$ cat src/rtl/msu_pkg.sv
// Shared constants and state encoding for the MSU sector-read handshake.
// Requester and responder blocks both import this package.
package msu_pkg;

    localparam int unsigned SECTOR_WORDS = 256;
    localparam int unsigned SECTOR_BYTES = 512;
    localparam int unsigned WORD_IDX_W   = 8;
    localparam int unsigned DATA_W       = 16;
    localparam int unsigned SECTOR_CNT_W = 24;
    localparam int unsigned GAP_W        = 4;

    typedef enum logic [2:0] {
        IDLE,
        FETCH,
        WAIT,
        WRITE,
        GAP,
        DONE
    } sr_state_t;

endpackage

$ cat src/rtl/msu_sector_responder_if.sv
// Sector-read handshake plus image-memory port.
// slave  : responder side (answers sd_rd, issues mem_rd).
// master : requester + memory side (drives sd_rd/sd_lba, returns mem data).
interface msu_sector_responder_if
    import msu_pkg::*;
#(
    parameter int unsigned LBA_W  = 21,
    parameter int unsigned MEM_AW = 24
);

    logic                  sd_rd;
    logic [LBA_W-1:0]      sd_lba;
    logic                  sd_ack;
    logic [WORD_IDX_W-1:0] sd_buff_addr;
    logic [DATA_W-1:0]     sd_buff_dout;
    logic                  sd_buff_wr;
    logic                  mem_rd;
    logic [MEM_AW-1:0]     mem_addr;
    logic                  mem_valid;
    logic [DATA_W-1:0]     mem_dout;
    logic                  oor;

    modport slave (
        input  sd_rd, sd_lba, mem_valid, mem_dout,
        output sd_ack, sd_buff_addr, sd_buff_dout, sd_buff_wr, mem_rd, mem_addr, oor
    );

    modport master (
        output sd_rd, sd_lba, mem_valid, mem_dout,
        input  sd_ack, sd_buff_addr, sd_buff_dout, sd_buff_wr, mem_rd, mem_addr, oor
    );

endinterface

$ cat src/rtl/msu_sector_responder.sv
// Responder for the MSU sector-read handshake: acknowledges sd_rd, then
// streams one 512-byte sector as 256 word strobes fetched from image memory
// (or zeros when the LBA lies beyond the mounted image).
// Ports: clk, reset_n (async active-low), img_mounted/img_size (image size
// latch), bus (slave modport: sd_* handshake, mem_* fetch port, oor pulse).
module msu_sector_responder
    import msu_pkg::*;
#(
    parameter int unsigned LBA_W  = 21,
    parameter int unsigned MEM_AW = 24,
    parameter int unsigned WR_GAP = 1
) (
    input  logic                  clk,
    input  logic                  reset_n,
    input  logic                  img_mounted,
    input  logic [31:0]           img_size,
    msu_sector_responder_if.slave bus
);

    localparam int unsigned CMP_W   = (LBA_W > SECTOR_CNT_W) ? LBA_W : SECTOR_CNT_W;
    localparam int unsigned BYTE_SH = $clog2(SECTOR_BYTES);
    localparam logic [WORD_IDX_W-1:0] LAST_IDX = WORD_IDX_W'(SECTOR_WORDS - 1);
    localparam logic [GAP_W-1:0]      GAP_INIT = GAP_W'((WR_GAP == 0) ? 0 : WR_GAP - 1);

    sr_state_t             state_q, state_d;
    logic [LBA_W-1:0]      lba_q, lba_d;
    logic                  in_range_q, in_range_d;
    logic [WORD_IDX_W-1:0] idx_q, idx_d;
    logic [GAP_W-1:0]      gap_q, gap_d;
    logic [SECTOR_CNT_W-1:0] sec_cnt_q, sec_cnt_d;
    logic                  ack_q, ack_d;
    logic                  wr_q, wr_d;
    logic [WORD_IDX_W-1:0] baddr_q, baddr_d;
    logic [DATA_W-1:0]     dout_q, dout_d;
    logic                  mem_rd_q, mem_rd_d;
    logic [MEM_AW-1:0]     mem_addr_q, mem_addr_d;
    logic                  oor_q, oor_d;

    logic [32:0]           size_round;
    logic                  req_in_range;

    // Round the byte size up to whole sectors; 33 bits so 0xFFFFFFFF cannot wrap.
    assign size_round   = {1'b0, img_size} + 33'(SECTOR_BYTES - 1);
    assign req_in_range = CMP_W'(bus.sd_lba) < CMP_W'(sec_cnt_q);

    // State and output registers.
    always_ff @(posedge clk or negedge reset_n) begin
        if (!reset_n) begin
            state_q    <= IDLE;
            lba_q      <= '0;
            in_range_q <= 1'b0;
            idx_q      <= '0;
            gap_q      <= '0;
            sec_cnt_q  <= '0;
            ack_q      <= 1'b0;
            wr_q       <= 1'b0;
            baddr_q    <= '0;
            dout_q     <= '0;
            mem_rd_q   <= 1'b0;
            mem_addr_q <= '0;
            oor_q      <= 1'b0;
        end else begin
            state_q    <= state_d;
            lba_q      <= lba_d;
            in_range_q <= in_range_d;
            idx_q      <= idx_d;
            gap_q      <= gap_d;
            sec_cnt_q  <= sec_cnt_d;
            ack_q      <= ack_d;
            wr_q       <= wr_d;
            baddr_q    <= baddr_d;
            dout_q     <= dout_d;
            mem_rd_q   <= mem_rd_d;
            mem_addr_q <= mem_addr_d;
            oor_q      <= oor_d;
        end
    end

    // Next state; outputs are computed one cycle early so they leave registered.
    always_comb begin
        state_d    = state_q;
        lba_d      = lba_q;
        in_range_d = in_range_q;
        idx_d      = idx_q;
        gap_d      = gap_q;
        ack_d      = ack_q;
        wr_d       = 1'b0;
        baddr_d    = baddr_q;
        dout_d     = dout_q;
        mem_rd_d   = 1'b0;
        mem_addr_d = mem_addr_q;
        oor_d      = 1'b0;
        sec_cnt_d  = img_mounted ? SECTOR_CNT_W'(size_round >> BYTE_SH) : sec_cnt_q;

        unique case (state_q)
            // DONE accepts like IDLE so back-to-back sectors see ack low for one cycle.
            IDLE, DONE: begin
                state_d = IDLE;
                if (bus.sd_rd) begin
                    state_d    = FETCH;
                    lba_d      = bus.sd_lba;
                    in_range_d = req_in_range;
                    idx_d      = '0;
                    ack_d      = 1'b1;
                    oor_d      = !req_in_range;
                    mem_rd_d   = req_in_range;
                    if (req_in_range) begin
                        mem_addr_d = MEM_AW'({bus.sd_lba, WORD_IDX_W'(0)});
                    end
                end
            end
            FETCH: begin
                if (in_range_q) begin
                    state_d = WAIT;
                end else begin
                    state_d = WRITE;
                    dout_d  = '0;
                    wr_d    = 1'b1;
                    baddr_d = idx_q;
                end
            end
            WAIT: begin
                if (bus.mem_valid) begin
                    state_d = WRITE;
                    dout_d  = bus.mem_dout;
                    wr_d    = 1'b1;
                    baddr_d = idx_q;
                end
            end
            WRITE: begin
                if (idx_q == LAST_IDX) begin
                    state_d = DONE;
                    ack_d   = 1'b0;
                    baddr_d = '0;
                end else begin
                    idx_d = idx_q + WORD_IDX_W'(1);
                    if (WR_GAP == 0) begin
                        state_d  = FETCH;
                        mem_rd_d = in_range_q;
                        if (in_range_q) begin
                            mem_addr_d = MEM_AW'({lba_q, idx_q + WORD_IDX_W'(1)});
                        end
                    end else begin
                        state_d = GAP;
                        gap_d   = GAP_INIT;
                    end
                end
            end
            GAP: begin
                if (gap_q == '0) begin
                    state_d  = FETCH;
                    mem_rd_d = in_range_q;
                    if (in_range_q) begin
                        mem_addr_d = MEM_AW'({lba_q, idx_q});
                    end
                end else begin
                    gap_d = gap_q - GAP_W'(1);
                end
            end
            default: state_d = IDLE;
        endcase
    end

    assign bus.sd_ack       = ack_q;
    assign bus.sd_buff_wr   = wr_q;
    assign bus.sd_buff_addr = baddr_q;
    assign bus.sd_buff_dout = dout_q;
    assign bus.mem_rd       = mem_rd_q;
    assign bus.mem_addr     = mem_addr_q;
    assign bus.oor          = oor_q;

endmodule

$ cat src/flat_wrapper.sv
// flat-port wrapper written by rule: the top's interface ports become plain ports
module msu_sector_responder_flat import msu_pkg::*;
#(
    parameter int unsigned LBA_W  = 21,
    parameter int unsigned MEM_AW = 24,
    parameter int unsigned WR_GAP = 1
)
  (clk, reset_n, img_mounted, img_size, bus_sd_rd, bus_sd_lba, bus_mem_valid, bus_mem_dout, bus_sd_ack, bus_sd_buff_addr, bus_sd_buff_dout, bus_sd_buff_wr, bus_mem_rd, bus_mem_addr, bus_oor);
  msu_sector_responder_if #(.LBA_W(LBA_W), .MEM_AW(MEM_AW)) bus_i ();
  input  logic clk;
  input  logic reset_n;
  input  logic img_mounted;
  input  logic [31:0] img_size;
  input wire logic [$bits(bus_i.sd_rd)-1:0] bus_sd_rd;
  input wire logic [$bits(bus_i.sd_lba)-1:0] bus_sd_lba;
  input wire logic [$bits(bus_i.mem_valid)-1:0] bus_mem_valid;
  input wire logic [$bits(bus_i.mem_dout)-1:0] bus_mem_dout;
  output wire logic [$bits(bus_i.sd_ack)-1:0] bus_sd_ack;
  output wire logic [$bits(bus_i.sd_buff_addr)-1:0] bus_sd_buff_addr;
  output wire logic [$bits(bus_i.sd_buff_dout)-1:0] bus_sd_buff_dout;
  output wire logic [$bits(bus_i.sd_buff_wr)-1:0] bus_sd_buff_wr;
  output wire logic [$bits(bus_i.mem_rd)-1:0] bus_mem_rd;
  output wire logic [$bits(bus_i.mem_addr)-1:0] bus_mem_addr;
  output wire logic [$bits(bus_i.oor)-1:0] bus_oor;
  assign bus_i.sd_rd = bus_sd_rd;
  assign bus_i.sd_lba = bus_sd_lba;
  assign bus_i.mem_valid = bus_mem_valid;
  assign bus_i.mem_dout = bus_mem_dout;
  assign bus_sd_ack = bus_i.sd_ack;
  assign bus_sd_buff_addr = bus_i.sd_buff_addr;
  assign bus_sd_buff_dout = bus_i.sd_buff_dout;
  assign bus_sd_buff_wr = bus_i.sd_buff_wr;
  assign bus_mem_rd = bus_i.mem_rd;
  assign bus_mem_addr = bus_i.mem_addr;
  assign bus_oor = bus_i.oor;
  msu_sector_responder #(.LBA_W(LBA_W), .MEM_AW(MEM_AW), .WR_GAP(WR_GAP)) u_core (.clk(clk), .reset_n(reset_n), .img_mounted(img_mounted), .img_size(img_size), .bus(bus_i));
endmodule
$ cat config.mk
export PLATFORM = sky130hd
export DESIGN_NAME = msu_sector_responder_flat
export DESIGN_NICKNAME = d
export VERILOG_FILES = /design/src/rtl/msu_pkg.sv /design/src/rtl/msu_sector_responder_if.sv /design/src/rtl/msu_sector_responder.sv /design/src/flat_wrapper.sv
export SDC_FILE = /design/constraint.sdc
export NUM_CORES = 1
export LEC_CHECK = 0
export BUFFER_PORTS_ARGS = -buffer_cell sky130_fd_sc_hd__buf_2
export CAP_MARGIN = 20
export CORE_MARGIN = 4
export CORE_UTILIZATION = 52
export DETAILED_ROUTE_END_ITERATION = 10
export GPL_TIMING_DRIVEN = 0
export PLACE_DENSITY = 0.84
export SLEW_MARGIN = 20
export SYNTH_ARGS = -nofsm -noshare
export SYNTH_HDL_FRONTEND = slang
export SYNTH_SLANG_ARGS = --single-unit
$ cat constraint.sdc
create_clock -name clk -period 2.5 [get_ports clk]
set_clock_uncertainty 0.2 [all_clocks]
set_input_delay 0.125 -clock clk [delete_from_list [all_inputs] [get_ports clk]]
set_output_delay 0.125 -clock clk [all_outputs]
set_load 0.005 [all_outputs]
* Yosys cells after proc, flatten, opt, wreduce, memory -nomap -nowiden
Index checks and enable logic that the tools add are counted.
Operators by class: $lt $le $gt $ge 1, add/subtract/negate cells 3, reduce and logical (&&, ||, !) cells 17, eq/ne operators 15, mux-type cells 35
Operators with widths (number):
- 24-bit two-way mux | 4
- 24-bit one-hot mux with 2 select lines | 1
- 8-bit two-way mux | 5
- 32-bit by 9-bit adder with 33-bit output (second input constant) | 1
- 16-bit two-way mux | 2
- 16-bit one-hot mux with 2 select lines | 1
- 21-bit by 24-bit less-than comparator with 1-bit output | 1
- 8-bit one-hot mux with 3 select lines | 1
- 8-bit one-hot mux with 2 select lines | 1
- 3-bit one-hot mux with 5 select lines | 1
- 3-bit AND reduction | 4
- 1-bit two-way mux | 11
- 2-bit != test (second input constant) | 5
- 8-bit by 1-bit adder with 8-bit output (second input constant) | 1
- 8-bit == test (second input constant) | 1
- 4-bit two-way mux | 2
- 2-bit by 1-bit != test with 1-bit output (second input constant) | 4
- 4-bit one-hot mux with 2 select lines | 1
- 2-bit nonzero test | 4
- 3-bit by 2-bit == test with 1-bit output (second input constant) | 2
- 3-bit == test (second input constant) | 2
- 3-bit two-way mux | 2
- 1-bit one-hot mux with 2 select lines | 3
- 5-bit AND reduction | 1
- other kinds (9) | 10
Storage, ports and cells: logic and storage cells 84, bits in registers 108, input port bits 74

* Depth between registers and ports, before layout
Gate-level depths: netlist (run 1).
depth after elaboration 4, depth in mapped cells 9

* Worst setup path before layout (run 1)
OpenSTA, ideal clock, no wires.
path kind register to register, start point register u_core.sec_cnt_q[15], end point register u_core.mem_addr_q[12], in the netlist u_core.bus.mem_addr[12], arrival 1864 ps, path buffers 1, stages on the path, launching flop included 9, setup slack 301 ps, clock period less this slack 2199 ps, data required time 2165 ps, path through dfrtp_1 -> inv_1 -> ha_1 -> a21oi_1 -> o21ai_0 -> a22oi_1 -> o21a_1 -> buf_2 -> o211ai_1
On the way: word-level cells in the longest chain between the ends 3
RTL lines:
- start, declared | RTL line msu_sector_responder.sv:30 | logic [SECTOR_CNT_W-1:0] sec_cnt_q, sec_cnt_d;
- start signal, assigned | RTL line msu_sector_responder.sv:68 | sec_cnt_q <= sec_cnt_d;
- 21-bit by 24-bit less-than comparator with 1-bit output | RTL line msu_sector_responder.sv:44 | assign req_in_range = CMP_W'(bus.sd_lba) < CMP_W'(sec_cnt_q);
- 2-bit by 1-bit != test with 1-bit output (no line)
- 5-bit AND reduction (no line)
- end signal, assigned | RTL line msu_sector_responder.sv:74 | mem_addr_q <= mem_addr_d;
- end, declared | RTL line msu_sector_responder.sv:36 | logic [MEM_AW-1:0] mem_addr_q, mem_addr_d;
Every way passes these cells. A chain may end at the register's enable or synchronous reset.

* Final worst setup path (run 1)
start point input img_size[20], end point register u_core.sec_cnt_q[17]
On the way: word-level cells in the longest chain between the ends 1
RTL lines:
- start, declared | RTL line flat_wrapper.sv:13 | input logic [31:0] img_size;
- 32-bit by 9-bit adder with 33-bit output | RTL line msu_sector_responder.sv:43 | assign size_round = {1'b0, img_size} + 33'(SECTOR_BYTES - 1);
Every way passes these cells.

==> results.txt, run 1 <==
Design Area, Final: 0.007985 mm²
Root Driver: clkbuf_16
Critical path origin: img_size[20]
DR pass1 iterations: 5
Leak Pwr: 3.840 nW
Yosys top cell area share: 0.4481
layout cell share with drive strength beyond 1: 0.2108
CP Capture Type: register
Die Span Y: 115.7 µm
initial antenna violation count: 0
PD cells: 866.5 mW/mm²
wire length per cell: 16.89 µm
Total Power: 6.919 mW
final setup fails: 0
Iter 0 DRT Violations: 397
Synth warnings: 0
hpwl dp: 11180 µm
Crit Path Category: in2reg
R2R Path Start: u_core.sec_cnt_q[19]$_DFFE_PN0P_
GPL Wtd Cong: 0.9046
Pins Over Slew Limit: 0
final WL: 17390 µm
Worst VDD drop: 0.5665 mV
synth-to-layout area growth: 32.41%
Via density: 5.851
Vias: 6027
vias in the first global route: 5871
Post-synth EDFFs: 0
n_diodes: 0
Internal: 4.320 mW
FP Rows: 39
I/O pin count: 126
Post-synth ARST share: 1.000
final period utilization: 0.9587
H-tree Lvls: 3
min setup slack post-route: 0.1033 ns
combinational cell fraction of total power: 0.401
Levels on crit path: 8
Worst Tran Pin Value: 0.5287 ns
CP Buf/Inv Count: 3
Mapped Nets: 775
CTS max path bufs: 2
CP top delay family: buffers and inverters
later-pin clock latency in the skew report: 0.35 ns
cell area after synthesis: 0.006031 mm²
die area: 0.01338 mm²
final design utilization: 0.7023
register area share after synthesis: 0.4481
global-route usage over all layers: 0.2605
startpoint types: primary input
post-route ant nets: 0
f_max: 0.4172 GHz
starting density of the core: 0.5304
Clock Sinks: 108
CP dominant cell by count: dlygate4sd3_1
placed inst area: 0.006864 mm²
Relative slew margins: 0.6448
worst min path class: in2reg
Min-Delay Startpoint: img_size[10]
Final Hold Fails: 0
worst-path fanout max: 8
top-count cell post-synth: dfrtp_1
share of power burned in registers: 0.376
worst endpoint required time: 2.59 ns
grt ovf: 0
Slowest Stage Delay on Critical Path: 0.56 ns
top cells by count, synth: dfrtp_1 (108), nand2_1 (99), nand3_1 (57)
fillcell total: 886
Psw: 2.599 mW
Avg Cell Area, Syn: 8.882 µm²
Synth area leader: dfrtp_1
width of the chip: 115.7 µm
layout net count: 978
pin count of the biggest net entering global routing: 65
main flop type after synthesis: dfrtp_1
minimum clock period: 2.397 ns
Netlist cell types: 51
DR DRC count: 0
Reg2Reg Depth: 8
CTS tree: done
core area: 0.01137 mm²
Syn Inst Count: 679
status: complete, no violations
Critical Path, Cell by Cell: dlygate4sd3_1 > buf_4 > and3_4 > and2_4 > nand4_4 > or4_1 > a31oi_1 > dlygate4sd3_1
CP arrival: 2.48 ns
Num CTS Buffers: 9
first-pass GRT wire length: 28130 µm
dpl ws: -0.1963 ns
Clk pwr share: 0.223
Max-Cap Viols: 0
Hold Path Stages: 4
Synth area leaders: dfrtp_1 (45%), nand2_1 (6.2%), nand3_1 (4.7%)
port bufs: 124
Sw Ratio: 0.3756
Yosys reg bits: 108
crit path max-delay cell type: dlygate4sd3_1
CTS clk-pin slew, worst paths: 0.07 ns
==> repair_timing <==
item / CTS / global route
hold buffers: 60 / 0
endpoints found under the hold margin: 162 / 0
pin swaps: 2 / 6
endpoints found under the setup margin: 29 / 34
gates resized for setup: 6 / 47
buffers inserted: 5 / 2
==> area by class of cell <==
cell class	instances	area (µm²)	share of cell area
clock inverter	6	88.84	0.01113
sequential	108	2703	0.3385
clock buffer	10	229.0	0.02867
buffer	48	222.7	0.02789
multi-input combinational	491	3131	0.3920
timing repair buffer	192	1313	0.1644
inverter	32	120.1	0.01504
tap	143	178.9	0.02241
==> sequential cells by signal, indices dropped and copies added, names as in the netlist <==
register,flops
u_core.bus.mem_addr,24
u_core.bus.mem_rd,1
u_core.bus.oor,1
u_core.bus.sd_ack,1
u_core.bus.sd_buff_addr,8
u_core.bus.sd_buff_dout,16
u_core.bus.sd_buff_wr,1
u_core.gap_q,4
u_core.idx_q,8
u_core.in_range_q,1
u_core.lba_q,16
u_core.sec_cnt_q,24
u_core.state_q,3
==> kinds of logic after synthesis <==
group                      Yosys count  share of synthesized area
muxes                                2                   0.003320
AOI/OAI and AO/OA                  166                     0.1929
DFF                                108                     0.4481
and+or+nand+nor                    277                     0.2237
xor gates and xnor gates            24                    0.03485
adders and majority gates           22                    0.04564
buffers and inverters               80                    0.05145
==> worst reg2reg max path, stage by stage, from the launching register on <==
cell and delay [ns]:
dfrtp_1 0.35, inv_1 0.07, ha_4 0.27, nand4_1 0.19, nor4_4 0.39, nand2_2 0.17
o21a_4 0.27, buf_4 0.17, o211ai_1 0.21
==> power groups by stage <==
| stage | Combinational [mW] | Clock [mW] | Sequential, mW |
|---|---|---|---|
| global route | 3.10 | 1.62 | 2.65 |
| floorplan | 1.70 | 0 | 2.57 |
| global placement | 2.49 | 0 | 2.59 |
| detailed placement | 2.56 | 0 | 2.61 |
| CTS | 2.69 | 1.54 | 2.58 |
| finish | 2.77 | 1.54 | 2.60 |
==> per-stage QoR <==
stage	setup TNS [ns]	cells	hold WS, ns
floorplan	0	679	-0.3706
global placement	-15.33	946	0.1404
detailed placement	-3.700	947	-0.1231
CTS	0	1028	0.002376
global route	-0.0001623	1030	0.02129
finish	0	1030	0.02078
==> layer usage <==
layer  share of wire  global-route usage  up-vias  wire length, µm
li1                -                   -     2863                -
met1            0.40              0.3244     2875             7029
met2            0.51              0.4664      264             8847
met3           0.069             0.03603       25             1202
met4           0.018             0.08739        0              313
met5               0                   0        -                0
==> final timing paths <==
check | end | slack [ns]
worst max-delay path | u_core.sec_cnt_q[17]$_DFFE_PN0P_ | 0.10
worst min-delay path | u_core.sec_cnt_q[2]$_DFFE_PN0P_ | 0.02
worst max register to register | u_core.bus.mem_addr[17]$_DFFE_PN0P_ | 0.12
worst min register to register | u_core.sec_cnt_q[22]$_DFFE_PN0P_ | 0.28
max in group asynchronous | u_core.sec_cnt_q[18]$_DFFE_PN0P_ | 1.37
min in group asynchronous | u_core.bus.sd_buff_addr[2]$_DFFE_PN0P_ | 0.08
==> cells in the final DEF, fill, tap and decap left out, drive strengths merged, types with 4 or more instances in the layout <==
master and n:
buf 143, dfrtp 108, nand2 99, dlygate4sd3 60, nand3 57, clkbuf 47
nor2 42, a21oi 38, o211ai 34, nand4 32, inv 30, ha 22
o21ai 21, a22o 17, o211a 16, xor2 14, a31oi 13, xnor2 10
and2 7, o31ai 6, and3 6, nor3 6, nand2b 5, or3 4
a21o 4, or4 4, o21a 4, clkinv 4
(Power assumes the default switching activity.)
==> inputs of run 2 (changes only) <==
==> constraint.sdc (replaced) <==
create_clock -name clk -period 2.8 [get_ports clk]
set_clock_uncertainty 0.2 [all_clocks]
set_input_delay 0.14 -clock clk [delete_from_list [all_inputs] [get_ports clk]]
set_output_delay 0.14 -clock clk [all_outputs]
set_load 0.005 [all_outputs]
==> run 2 against run 1 <==
Net effect:
- register-to-register slack improved by 0.12 ns
- flip-flop and latch count unchanged
- die area unchanged
- non-clock buffer count shrank 5
- cell area is 2.2% lower
- core utilization down 1.5 points
- clock power shrank 11%
- critical path depth unchanged
- combinational power shrank 13%
- clock-buffer cell count stayed put
- via count shrank 1.5%
==> results.txt, run 2 (synthesis results as in run 1) <==
status: complete, no violations (unchanged)
worst min path class: in2reg (unchanged)
minimum clock period: 2.655 ns
startpoint types: primary input (unchanged)
global-route usage over all layers: 0.2586 (was 0.2605)
Worst Tran Pin Value: 0.6108 ns (was 0.5287 ns)
Leak Pwr: 3.778 nW (was 3.840 nW)
CTS tree: done (unchanged)
Root Driver: clkbuf_16 (unchanged)
later-pin clock latency in the skew report: 0.35 ns (about the same)
number of placed instances, taps included: 947 (unchanged)
Reg2Reg Depth: 9 (was 8)
H-tree Lvls: 3 (unchanged)
I/O pin count: 126 (unchanged)
Via density: 5.792 (was 5.851)
post-route ant nets: 0 (unchanged)
GPL Wtd Cong: 0.9046 (unchanged)
Die Span Y: 115.7 µm (unchanged)
Final Hold Fails: 0 (unchanged)
FP Rows: 39 (unchanged)
final WL: 17040 µm (was 17390 µm)
f_max: 0.3766 GHz
Min-Delay Startpoint: img_size[31] (was img_size[10])
CP arrival: 2.74 ns (was 2.48 ns)
Design Area, Final: 0.007812 mm² (was 0.007985 mm²)
port bufs: 124 (unchanged)
hpwl dp: 11180 µm (unchanged)
grt ovf: 0 (unchanged)
layout net count: 973 (was 978)
crit path max-delay cell type: dlygate4sd3_1 (unchanged)
Critical path origin: img_size[12] (was img_size[20])
Slowest Stage Delay on Critical Path: 0.56 ns (about the same)
final std cells w/o fill: 1025 (was 1030)
width of the chip: 115.7 µm (unchanged)
Worst VDD drop: 0.4614 mV (was 0.5665 mV)
Clock Sinks: 108 (unchanged)
Num CTS Buffers: 9 (unchanged)
worst endpoint required time: 2.88 ns (was 2.59 ns)
starting density of the core: 0.5304 (unchanged)
Hold Path Sink: u_core.sec_cnt_q[22]$_DFFE_PN0P_ (was u_core.sec_cnt_q[2]$_DFFE_PN0P_)
most common cell after layout, fill and taps aside: buf_2 (unchanged)
final design utilization: 0.6871 (was 0.7023)
Max-Cap Viols: 0 (unchanged)
synth-to-layout area growth: 29.54% (was 32.41%)
dpl ws: 0.1037 ns (was -0.1963 ns)
CTS max path bufs: 2 (unchanged)
layout cell share with drive strength beyond 1: 0.1848 (was 0.2108)
reg-to-reg slack, setup: 0.24 ns (was 0.12 ns)
R2R Path Start: u_core.sec_cnt_q[19]$_DFFE_PN0P_ (unchanged)
wire length per cell: 16.63 µm (was 16.89 µm)
vias in the first global route: 5814 (was 5871)
final setup fails: 0 (unchanged)
worst-path fanout max: 8 (unchanged)
final period utilization: 0.9484
setup_tns: 0 ns (unchanged)
commonest cells after routing, fill and taps aside: buf_2 (131), dfrtp_1 (108), nand2_1 (99) (was buf_2 (126), dfrtp_1 (108), nand2_1 (98))
Hold Path Stages: 4 (unchanged)
Total Power: 6.102 mW (was 6.919 mW)
placed inst area: 0.006864 mm² (unchanged)
Relative slew margins: 0.5890 (was 0.6448)
Pins Over Slew Limit: 0 (unchanged)
initial antenna violation count: 0 (unchanged)
die area: 0.01338 mm² (unchanged)
n_diodes: 0 (unchanged)
hold slack: 0.03406 ns (was 0.02078 ns)
CP Buf/Inv Count: 3 (unchanged)
PD cells: 781.1 mW/mm² (was 866.5 mW/mm²)
CTS clk-pin slew, worst paths: 0.07 ns (about the same)
core area: 0.01137 mm² (unchanged)
DR pass1 iterations: 5 (unchanged)
pin count of the biggest net entering global routing: 65 (unchanged)
min setup slack post-route: 0.1446 ns (was 0.1033 ns)
Vias: 5937 (was 6027)
first-pass GRT wire length: 27880 µm (was 28130 µm)
Iter 0 DRT Violations: 417 (was 397)
DR DRC count: 0 (unchanged)
CP Capture Type: register (unchanged)
CP top delay family: buffers and inverters (unchanged)
Crit Path Category: in2reg (unchanged)
Critical Path, Cell by Cell: dlygate4sd3_1 > buf_2 > nand4_2 > nor3_4 > nand4_2 > or4_1 > a31oi_1 > dlygate4sd3_1 (was dlygate4sd3_1 > buf_4 > and3_4 > and2_4 > nand4_4 > or4_1 > a31oi_1 > dlygate4sd3_1)
RSZ-0062 raised after global routing: no
r2r endpoint: u_core.bus.mem_addr[21]$_DFFE_PN0P_ (was u_core.bus.mem_addr[17]$_DFFE_PN0P_)
[run 2: changes by cell type in the layout (fill, tap and decap cells not counted), moves of 5 or more]
cell / change
buf_4: -7
clkbuf_1: +10
clkbuf_2: -10
buf_2: +5
[run 2: worst min-delay path, delay by kind of cell]
family / cells / cell delay, ns
buf+inv: 1 / 0.08
simple gates: 1 / 0.09
compound gates: 2 / 0.23
[run 2: worst max-delay path by stage]
stage,to,depth (start not counted)
5_1_grt,u_core.bus.mem_addr[22]$_DFFE_PN0P_,9
2_1_floorplan,u_core.bus.mem_addr[12]$_DFFE_PN0P_,8
3_3_place_gp,u_core.bus.mem_addr[17]$_DFFE_PN0P_,8
6_report,u_core.sec_cnt_q[19]$_DFFE_PN0P_,8
3_5_place_dp,u_core.bus.mem_addr[20]$_DFFE_PN0P_,8
4_1_cts,u_core.bus.mem_addr[2]$_DFFE_PN0P_,9
[run 2: repair_timing]
action                                  in CTS  in global routing
endpoints found under the hold margin      161                  0
endpoints found under the setup margin       0                 25
setup buffers                                0                  4
hold buffers                                58                  0
resized for setup                            0                  5
[run 2: layout make-up]
class,count,area [µm²]
Multi-Input combinational cell,491,3037
Buffer,48,191.4
Sequential cell,108,2703
Inverter,32,120.1
Clock buffer,10,229.0
Timing Repair Buffer,187,1265
Clock inverter,6,88.84
Fill cell,899,3557
Tap cell,143,178.9
[run 2: per-layer routing]
layer / vias to the layer above / global-route usage / part of all wire
met4: 0 / 0.09358 / 0.022
met1: 2794 / 0.3203 / 0.40
met2: 261 / 0.4606 / 0.51
met3: 28 / 0.03708 / 0.063
met5: - / 0 / 0
li1: 2854 / - / -
[run 2: power breakdown]
| group | switching, mW | internal [mW] | total [mW] | leakage [nW] |
|---|---|---|---|---|
| sequential | 0.303 | 2.02 | 2.32 | 1.35 |
| clock | 0.582 | 0.785 | 1.37 | 0.149 |
| combinational | 1.39 | 1.02 | 2.42 | 2.28 |
